<file path="config.mk">
export PLATFORM = sky130hd
export DESIGN_NAME = button_bank_debouncer
export DESIGN_NICKNAME = d
export VERILOG_FILES = /design/src/rtl/button_bank_debouncer.sv
export SDC_FILE = /design/constraint.sdc
export NUM_CORES = 1
export LEC_CHECK = 0
export CAP_MARGIN = 0
export CELL_PAD_IN_SITES_DETAIL_PLACEMENT = 1
export CELL_PAD_IN_SITES_GLOBAL_PLACEMENT = 1
export CORE_AREA = 2 2 69 71
export DETAILED_ROUTE_END_ITERATION = 10
export DIE_AREA = 0 0 71 73
export HOLD_SLACK_MARGIN = 0.08
export MAX_ROUTING_LAYER = met4
export PLACE_DENSITY = 0.91
export SKIP_LAST_GASP = 1
export SLEW_MARGIN = 30
export SYNTH_ARGS = -nofsm -noshare
export SYNTH_HDL_FRONTEND = slang
export SYNTH_SLANG_ARGS = --single-unit
</file>
<file path="constraint.sdc">
create_clock -name clk -period 5.13 [get_ports clk]
set_input_delay 0.513 -clock clk [delete_from_list [all_inputs] [get_ports clk]]
set_output_delay 0.513 -clock clk [all_outputs]
set_load 0.005 [all_outputs]
</file>
<file path="src/rtl/button_bank_debouncer.sv">
// Multi-channel push-button debouncer with a shared sample-tick divider (clock enable).
// Long-press detection is built only when BUTTON_BANK_LONG_PRESS_EN is defined.
module button_bank_debouncer #(
   parameter int N_BTN          = 4,
   parameter int TICK_DIV       = 12000,
   parameter int STABLE_SAMPLES = 4,
   parameter int LONG_TICKS     = 500
) (
   input  logic             clk,
   input  logic             rst,
   input  logic [N_BTN-1:0] b_in,
   output logic [N_BTN-1:0] b_level,
   output logic [N_BTN-1:0] b_press,
   output logic [N_BTN-1:0] b_release,
   output logic [N_BTN-1:0] b_long,
   output logic             b_any
);

   localparam int TDIV_W = (TICK_DIV > 1) ? $clog2(TICK_DIV) : 1;
   localparam int SCNT_W = $clog2(STABLE_SAMPLES + 1);
   localparam logic [TDIV_W-1:0] TDIV_LAST = TDIV_W'(TICK_DIV - 1);
   localparam logic [SCNT_W-1:0] SCNT_LAST = SCNT_W'(STABLE_SAMPLES - 1);

   logic [N_BTN-1:0]  sync_p0;
   logic [N_BTN-1:0]  sync_p1;
   logic [TDIV_W-1:0] tdiv;
   logic              tick;
   logic [SCNT_W-1:0] scnt [N_BTN];
   logic [N_BTN-1:0]  flip;

   function automatic logic [SCNT_W-1:0] scnt_inc(input logic [SCNT_W-1:0] v);
      return v + SCNT_W'(1);
   endfunction

   // Stage p0/p1: two-flop synchroniser on the raw asynchronous inputs
   always_ff @(posedge clk) begin
      if (!rst) begin
         sync_p0 <= '0;
         sync_p1 <= '0;
      end else begin
         sync_p0 <= b_in;
         sync_p1 <= sync_p0;
      end
   end

   always_ff @(posedge clk) begin
      if (!rst) begin
         tdiv <= '0;
      end else if (tick) begin
         tdiv <= '0;
      end else begin
         tdiv <= tdiv + TDIV_W'(1);
      end
   end

   assign tick = (tdiv == TDIV_LAST);

   // A channel accepts its new level on the tick that completes the disagreeing run
   always_comb begin
      flip = '0;
      for (int i = 0; i < N_BTN; i++) begin
         flip[i] = tick && (sync_p1[i] != b_level[i]) && (scnt[i] == SCNT_LAST);
      end
   end

   // Stage p2: registered level, edge pulses and stability counters
   always_ff @(posedge clk) begin
      if (!rst) begin
         b_level   <= '0;
         b_press   <= '0;
         b_release <= '0;
         for (int i = 0; i < N_BTN; i++) begin
            scnt[i] <= '0;
         end
      end else begin
         b_level   <= b_level ^ flip;
         b_press   <= flip & sync_p1;
         b_release <= flip & ~sync_p1;
         if (tick) begin
            for (int i = 0; i < N_BTN; i++) begin
               if ((sync_p1[i] == b_level[i]) || flip[i]) begin
                  scnt[i] <= '0;
               end else begin
                  scnt[i] <= scnt_inc(scnt[i]);
               end
            end
         end
      end
   end

`ifdef BUTTON_BANK_LONG_PRESS_EN
   localparam int LCNT_W = $clog2(LONG_TICKS + 1);
   localparam logic [LCNT_W-1:0] LCNT_MAX = LCNT_W'(LONG_TICKS);
   localparam logic [LCNT_W-1:0] LCNT_PRE = LCNT_W'(LONG_TICKS - 1);

   logic [LCNT_W-1:0] lcnt [N_BTN];

   function automatic logic [LCNT_W-1:0] lcnt_sat_inc(input logic [LCNT_W-1:0] v);
      return (v == LCNT_MAX) ? v : v + LCNT_W'(1);
   endfunction

   // A falling flip clears the hold count on the same tick, so release beats long-press
   always_ff @(posedge clk) begin
      if (!rst) begin
         b_long <= '0;
         for (int i = 0; i < N_BTN; i++) begin
            lcnt[i] <= '0;
         end
      end else begin
         for (int i = 0; i < N_BTN; i++) begin
            b_long[i] <= 1'b0;
            if (!b_level[i] || flip[i]) begin
               lcnt[i] <= '0;
            end else if (tick) begin
               lcnt[i]   <= lcnt_sat_inc(lcnt[i]);
               b_long[i] <= (lcnt[i] == LCNT_PRE);
            end
         end
      end
   end
`else
   // LONG_TICKS has no effect in this build; the term is constant zero.
   assign b_long = {N_BTN{LONG_TICKS < 0}};
`endif

   assign b_any = |b_level;

endmodule

</file>
* Yosys cells after proc, flatten, opt, wreduce, memory -nomap -nowiden
Memories as Yosys holds them, arrays and structs flattened. Cells that the tools add are included.
Cells by class: add/sub/neg operators 5, eq/ne operators 13, mux-type cells 41, bitwise gates (word level) 13, reductions and logical operators 14
Operators by type and width (number):
- 2-to-1 mux 1 bit | 33
- 2-to-1 mux 3 bit | 8
- adder 14 x 1 -> 14 bit (second input constant) | 1
- equality test 14 bit (second input constant) | 1
- adder 3 x 1 -> 3 bit (second input constant) | 4
- equality test 3 x 2 -> 1 bit (second input constant) | 4
- bitwise AND 4 bit | 2
- logical AND 1 bit | 8
- bitwise OR 1 bit | 8
- equality test 1 bit | 4
- logical OR 1 bit | 4
- inequality test 1 bit | 4
- inverter 4 bit | 1
- OR reduction 4 bit | 1
- XOR 4 bit | 1
- OR reduction 2 bit | 1
- inverter 1 bit | 1
Word-level totals: bits in registers 34, memory bits (writable) 12, input bits 6, output and inout bits 17, memories kept 1
Memory list:
- scnt | depth 4, width 3, read ports 4, clocked after Yosys merged registers in 0, write ports 4, line 28 | logic [SCNT_W-1:0] scnt [N_BTN];

* Longest topological paths before layout
Gate-level depths: netlist of the first run.
word-level depth 10, mapped depth 6

* Worst setup path after synthesis of the first run
OpenSTA, ideal clock, no wires.
kind register -> register, start point register tdiv[11], end point memory scnt[0][0] (netlist bit), enable pin, arrival 1.518 ns, data required time 4.824 ns, path slack 3.306 ns, cell stages (with the launch flop) 5, buffers on the path 1, clock period less this slack 1.824 ns, cells stage by stage dfxtp_1 or3b_1 or4_1 nand2_1 buf_6
RTL lines:
- start, declared | line 26 | logic [TDIV_W-1:0] tdiv;
- start signal, assigned | line 52 | tdiv <= tdiv + TDIV_W'(1);
- end, declared | line 28

==> run metrics, run 1 <==
Avg Inst Size Synth=10.6 sq um; Root Buffer=clkbuf_8; detailed placer's ending HPWL=2770 microns; 1st-pass router iterations=4; Post-Syn Area=1970 sq um; PwrDens=284 nW/um^2; fin crit share=44.4%; Placement Rows=25; # nets final=221; DIE AREA=5180 sq um; Crit Path Max Fanout=25; Inserted Diodes=0; status=finished, final reports clean; setup violators final=0; critical path capture point type=register; Buf+Inv Stages, Crit Path=0; DRT iter0 DRCs=35; post-synth cell types=30; DRC=0; GR Overflow Total=0; Starting Density=43.4%; H-Tree Depth=2; Worst EP required=5.08 ns; RSZ-0062 raised after global routing=false; crit-path leading delay family=simple AND/OR/NAND/NOR gates; IO buf count=18; clock-pin slew on the worst setup and hold paths=0.09 ns; Boundary Pins=23; Die Y=73 microns; vias=1370; FF+latch count, synth=46; final WL=3880 microns; # fillers=494; Leakage=0.000836 uW; Cell Count, Final, Fillers Out=261; fraction of layout cells with a size suffix above 1=7.25%; synth warn=0; crit-path cells=nand3_1, or4_1, nand2_2; fmax=0.439 GHz; register area share after synthesis=52.9%; Slew @ Worst Pin=0.575 ns; initial antenna violation count=0; CTS Buf Count=5; worst hold path class=reg -> reg; worst vdd ir=0.170 mV; Synth Instances=186; Routed wire per std cell=14.9 microns; first-pass GRT wire length=6620 microns; P&R area growth vs syn=14.9%; clk sinks=46; placed cell count=253; multi-input combinational cell area=841 sq um; via/cell ratio=5.25; worst skew pair latency=0.31 ns; clk_skew=0.00968 ns; Worst Setup Start Kind=register; total core area=4540 sq um; post-route ant nets=0; R2R setup slack=2.85 ns; Final min period=2.28 ns; clk buf depth=2; GP Congestion=0.753; final hold vios=0; Worst slew margin=61.4%; CP max-delay cell=or4_1; Slew Limit Fails=0; CP max stage delay=0.68 ns; hold buffer count at CTS=0; Die Wd=71 microns; start-to-end type of the worst setup path=reg -> reg; Total GRT Usage=17.3%; Reg area=1040 sq um; # resized after CTS=0; CTS tree=built; total negative slack=0 ns; Arrival @ worst endpoint=2.22 ns; Max Cap Violations=0; largest net degree at the start of global routing=26; vias in the first global route=1348; # Post-CTS Setup Buffers=0
[registers in the layout (all words and copies together) (netlist names)]
signal     flops
tdiv          14
scnt          12
b_level        4
b_press        4
b_release      4
sync_p0        4
sync_p1        4
[where the power goes]
part | switching [uW] | internal (uW) | total, uW
logic | 14.4 | 11.2 | 25.6
clock network | 131 | 98.8 | 230
registers | 6.10 | 381 | 387
total | 151 | 491 | 642
[synth_stat cells]
| cell | n | area (sq um) |
|---|---|---|
| dfxtp_1 | 34 | 681 |
| nor2_1 | 28 | 105 |
| xnor2_1 | 14 | 123 |
| edfxtp_1 | 12 | 360 |
| inv_1 | 11 | 41.3 |
| nand3_1 | 10 | 50.1 |
| and2_1 | 9 | 56.3 |
| ha_1 | 9 | 113 |
| and4b_1 | 6 | 60.1 |
| nand2_1 | 6 | 22.5 |
| and3_1 | 5 | 31.3 |
| nand4_1 | 5 | 31.3 |
| a21oi_1 | 4 | 20.0 |
| buf_4 | 4 | 30.0 |
| nor3_1 | 4 | 20.0 |
| o31ai_1 | 4 | 30.0 |
| nor4_1 | 3 | 18.8 |
| and4b_2 | 2 | 22.5 |
| buf_6 | 2 | 22.5 |
| clkbuf_1 | 2 | 7.51 |
| or4_1 | 2 | 15.0 |
| xor2_1 | 2 | 17.5 |
| conb_1 | 1 | 3.75 |
| nand3_2 | 1 | 10.0 |
| nand4b_1 | 1 | 8.76 |
| nand4bb_1 | 1 | 11.3 |
| nor3_4 | 1 | 16.3 |
| nor4_4 | 1 | 21.3 |
| or3b_1 | 1 | 8.76 |
| or4_4 | 1 | 11.3 |
[worst paths after layout]
| check | startpoint | end | depth (start not counted) |
|---|---|---|---|
| min reg2reg | sync_p0[1] | sync_p1[1] | 1 |
| min | sync_p0[1] | sync_p1[1] | 1 |
| max | tdiv[2] | scnt[3][1] | 3 |
| max reg2reg | tdiv[2] | scnt[3][1] | 3 |
[placed cells by master, fill, tap and decap left out, types with 5 or more instances in the layout]
master	n
and4b_1	6
inv_1	11
clkbuf_8	5
dfxtp_1	34
nor2_1	28
ha_1	9
edfxtp_1	12
nand2_1	5
nand3_1	10
clkdlybuf4s50_1	18
and2_1	9
and3_1	5
nand4_1	5
xnor2_1	14
[stage by stage]
step                total power [uW]  util [%]  worst slack, ns  hold WS [ns]  area (sq um)
floorplan                        413         -             3.31         0.412          1980
global placement                 419      47.8             2.71         0.414          2170
detailed placement               422      47.8             2.55         0.424          2170
CTS                              650      49.8             2.56         0.447          2260
global route                     670      49.9             2.70         0.463          2260
finish                           642      49.9             2.85         0.443          2260
[per-layer routing]
layer | global-route usage [%] | vias to the layer above | part of all wire [%]
li1 | - | 684 | -
met1 | 20.7 | 654 | 47
met2 | 28.1 | 27 | 48
met3 | 4.56 | 5 | 3.5
met4 | 6.50 | 0 | 1.6
met5 | - | - | 0
[area by class of cell]
class	count	share of cell area, %
sequential	46	46.0
multi-input combinational	124	37.1
timing repair buffer	18	7.96
clock buffer	5	3.04
tap	54	2.99
inverter	11	1.82
clock inverter	3	1.05
[cell families (layout without fill, tap and decap cells)]
| family | count (synthesis) | after routing | synth area share (%) |
|---|---|---|---|
| xor gates and xnor gates | 16 | 16 | 7.12 |
| AOI/OAI and AO/OA | 8 | 8 | 2.54 |
| and+or+nand+nor | 87 | 87 | 26.4 |
| DFF | 46 | 46 | 52.9 |
| adders and majority gates | 9 | 9 | 5.72 |
| other | 1 | 4 | 0.190 |
| buffers and inverters | 19 | 37 | 5.15 |
No activity file was read; power rests on OpenSTA's default activity.
==> run 2: changes to the inputs <==
--- a/config.mk
+++ b/config.mk
@@ -8,12 +8,12 @@
 export CAP_MARGIN = 0
 export CELL_PAD_IN_SITES_DETAIL_PLACEMENT = 1
 export CELL_PAD_IN_SITES_GLOBAL_PLACEMENT = 1
-export CORE_AREA = 2 2 69 71
+export CORE_AREA = 2 2 75 77
 export DETAILED_ROUTE_END_ITERATION = 10
-export DIE_AREA = 0 0 71 73
+export DIE_AREA = 0 0 77 79
 export HOLD_SLACK_MARGIN = 0.08
 export MAX_ROUTING_LAYER = met4
-export PLACE_DENSITY = 0.91
+export PLACE_DENSITY = 0.83
 export SKIP_LAST_GASP = 1
 export SLEW_MARGIN = 30
 export SYNTH_ARGS = -nofsm -noshare
==> constraint.sdc (replaced) <==
create_clock -name clk -period 1.9 [get_ports clk]
set_input_delay 0.19 -clock clk [delete_from_list [all_inputs] [get_ports clk]]
set_output_delay 0.19 -clock clk [all_outputs]
set_load 0.005 [all_outputs]
==> run metrics, run 2 (synthesis gave the netlist of run 1 again) <==
Die Y=79 microns (+8.2%); commonest non-fill, non-tap cell in the layout=dfxtp_1; vias in the first global route=1557 (+16%); Starting Density=36.9% (-6.5 points); clock-pin slew on the worst setup and hold paths=0.09 ns (about the same); Arrival @ worst endpoint=1.85 ns (-0.37 ns); CTS tree=built; total negative slack=0 ns (unchanged); Pint=1540 uW (+210%); Crit Path Max Fanout=16 (-36%); DRT iter0 DRCs=35 (unchanged); Root Buffer=clkbuf_8; Boundary Pins=23 (unchanged); Reg with most FFs=tdiv; Slew Limit Fails=0 (unchanged); Sw Share=20.6% (-3.0 points); PwrDens=789 nW/um^2 (+180%); Max Cap Violations=0 (unchanged); final WL=4370 microns (+13%); DRC=0 (unchanged); Inserted Diodes=0 (unchanged); GP Congestion=0.825 (+9.6%); CTS Buf Count=5 (unchanged); Worst EP required=1.91 ns (-3.17 ns); Leakage=0.000937 uW (+12%); RSZ-0062 raised after global routing=false; fraction of layout cells with a size suffix above 1=13.5% (+6.3 points); first-pass GRT wire length=7410 microns (+12%); critical path capture point type=register; status=finished, final reports clean; placed cell count=285 (+13%); Worst slew margin=65.6% (+4.2 points); post-route ant nets=0 (unchanged); Reg power frac=53.7% (-6.6 points); Routed wire per std cell=14.9 microns (about the same); Placement Rows=27 (+8.0%); CP max stage delay=0.49 ns (-0.19 ns); max reg flops=14 (unchanged); crit-path cells=or3b_1, or4_1, nand2_1, buf_12; DRT met1 WL=1810 microns (-0.39%); 1st-pass router iterations=4 (unchanged); IO buf count=18 (unchanged); Final min period=1.84 ns (-0.438 ns); worst vdd ir=0.297 mV (+74%); Net Sw Power=401 uW (+160%); start-to-end type of the worst setup path=reg -> reg; clk_skew=0.00903 ns (-0.000649 ns); final hold vios=0 (unchanged); Combinational Power Share=4.3% (+0.3 points); WL met2=2330 microns (+25%); fin crit share=96.7% (+52 points); DIE AREA=6080 sq um (+17%); Worst Setup Start Kind=register; Cell Count, Final, Fillers Out=294 (+13%); clock share of power=41.9% (+6.1 points); Regs by FF count=tdiv (14), scnt (12); # fillers=627 (+27%); P&R area growth vs syn=25.0%; worst skew pair latency=0.30 ns (about the same); Top Layer Used=met4; setup violators final=0 (unchanged); Reg area=1040 sq um (+0.12%); worst hold path class=reg -> reg; total core area=5340 sq um (+18%); # nets final=236 (+6.8%); fmax=0.544 GHz (+24%); commonest non-fill, non-tap cells in the layout=dfxtp_1, nor2_1, clkdlybuf4s50_1, xnor2_1, buf_4; CP max-delay cell=or4_1; Finished Core Util=46.1% (-3.8 points); multi-input combinational cell area=838 sq um (-0.30%); detailed placer's ending HPWL=3210 microns (+16%); clk buf depth=2 (unchanged); hold buffer count at CTS=0 (unchanged); H-Tree Depth=2 (unchanged); Die Wd=77 microns (+8.5%); Buf+Inv Stages, Crit Path=1 (+1); GR Overflow Total=0 (unchanged); via/cell ratio=4.94 (-6.0%); total power=1940 uW (+200%); crit-path leading delay family=simple AND/OR/NAND/NOR gates; initial antenna violation count=0 (unchanged); vias=1451 (+5.9%); Total GRT Usage=16.2% (-1.1 points); clk sinks=46 (unchanged); Detail Route met3 WL=169 microns (+25%); largest net degree at the start of global routing=17 (-35%); Slew @ Worst Pin=0.512 ns (-0.0629 ns)
-- run 2: timing repair --
item	in CTS	in global routing
resized for setup	0	1
hold endpoints to repair	0	0
endpoints found under the setup margin	0	4
setup buffers	0	1
-- run 2: power by group through the flow --
stage	Combinational [uW]	Sequential, uW	Clock [uW]
after floorplan	53.3	1060	0
after global placement	81.8	1070	0
after detailed placement	84.6	1070	0
after CTS	86.2	1040	843
after global routing	96.3	1050	890
final	84.1	1040	815
-- run 2: cell type report --
type / instances / share of cell area (%)
repair buffers: 33 / 12.9
clock inverters: 2 / 1.58
multi-input cells: 124 / 34.0
clock buffers: 6 / 3.81
well taps: 72 / 3.66
inverters: 11 / 1.68
flip-flops and latches: 46 / 42.3
-- run 2: metrics by stage --
| step | setup slack [ns] | area (sq um) | hold slack (ns) |
|---|---|---|---|
| final | 0.0628 | 2460 | 0.441 |
| after global routing | 0.0109 | 2460 | 0.450 |
| after CTS | 0.0256 | 2440 | 0.444 |
| after detailed placement | 0.0959 | 2310 | 0.421 |
| after global placement | 0.148 | 2310 | 0.417 |
| after floorplan | 0.0756 | 1980 | 0.317 |
-- run 2: routing by layer --
layer,up-vias,track usage (%)
met2,29,28.7
li1,706,-
met1,711,17.6
met5,-,-
met3,5,4.20
met4,0,5.89
-- run 2: final timing paths --
path	endpoint	from	slack (ns)	cells after the start
hold / removal	sync_p1[2]	sync_p0[2]	0.44	1
setup / recovery	scnt[0][2]	tdiv[8]	0.06	4
hold reg to reg	sync_p1[2]	sync_p0[2]	0.44	1
setup reg to reg	scnt[0][2]	tdiv[8]	0.06	4
-- run 2: worst reg2reg max path: cells and delay by family (launching register included) --
| family | cells | cell delay [ns] |
|---|---|---|
| simple gates | 3 | 1.01 |
| flops | 1 | 0.36 |
| buf+inv | 1 | 0.17 |
==> run 3: changes to the inputs <==
--- a/config.mk
+++ b/config.mk
@@ -15,7 +15,6 @@
 export MAX_ROUTING_LAYER = met4
 export PLACE_DENSITY = 0.83
 export SKIP_LAST_GASP = 1
-export SLEW_MARGIN = 30
 export SYNTH_ARGS = -nofsm -noshare
 export SYNTH_HDL_FRONTEND = slang
 export SYNTH_SLANG_ARGS = --single-unit
==> results of run 3 <==
Same layout as run 2: the final DEF is identical, and so are final timing and power.
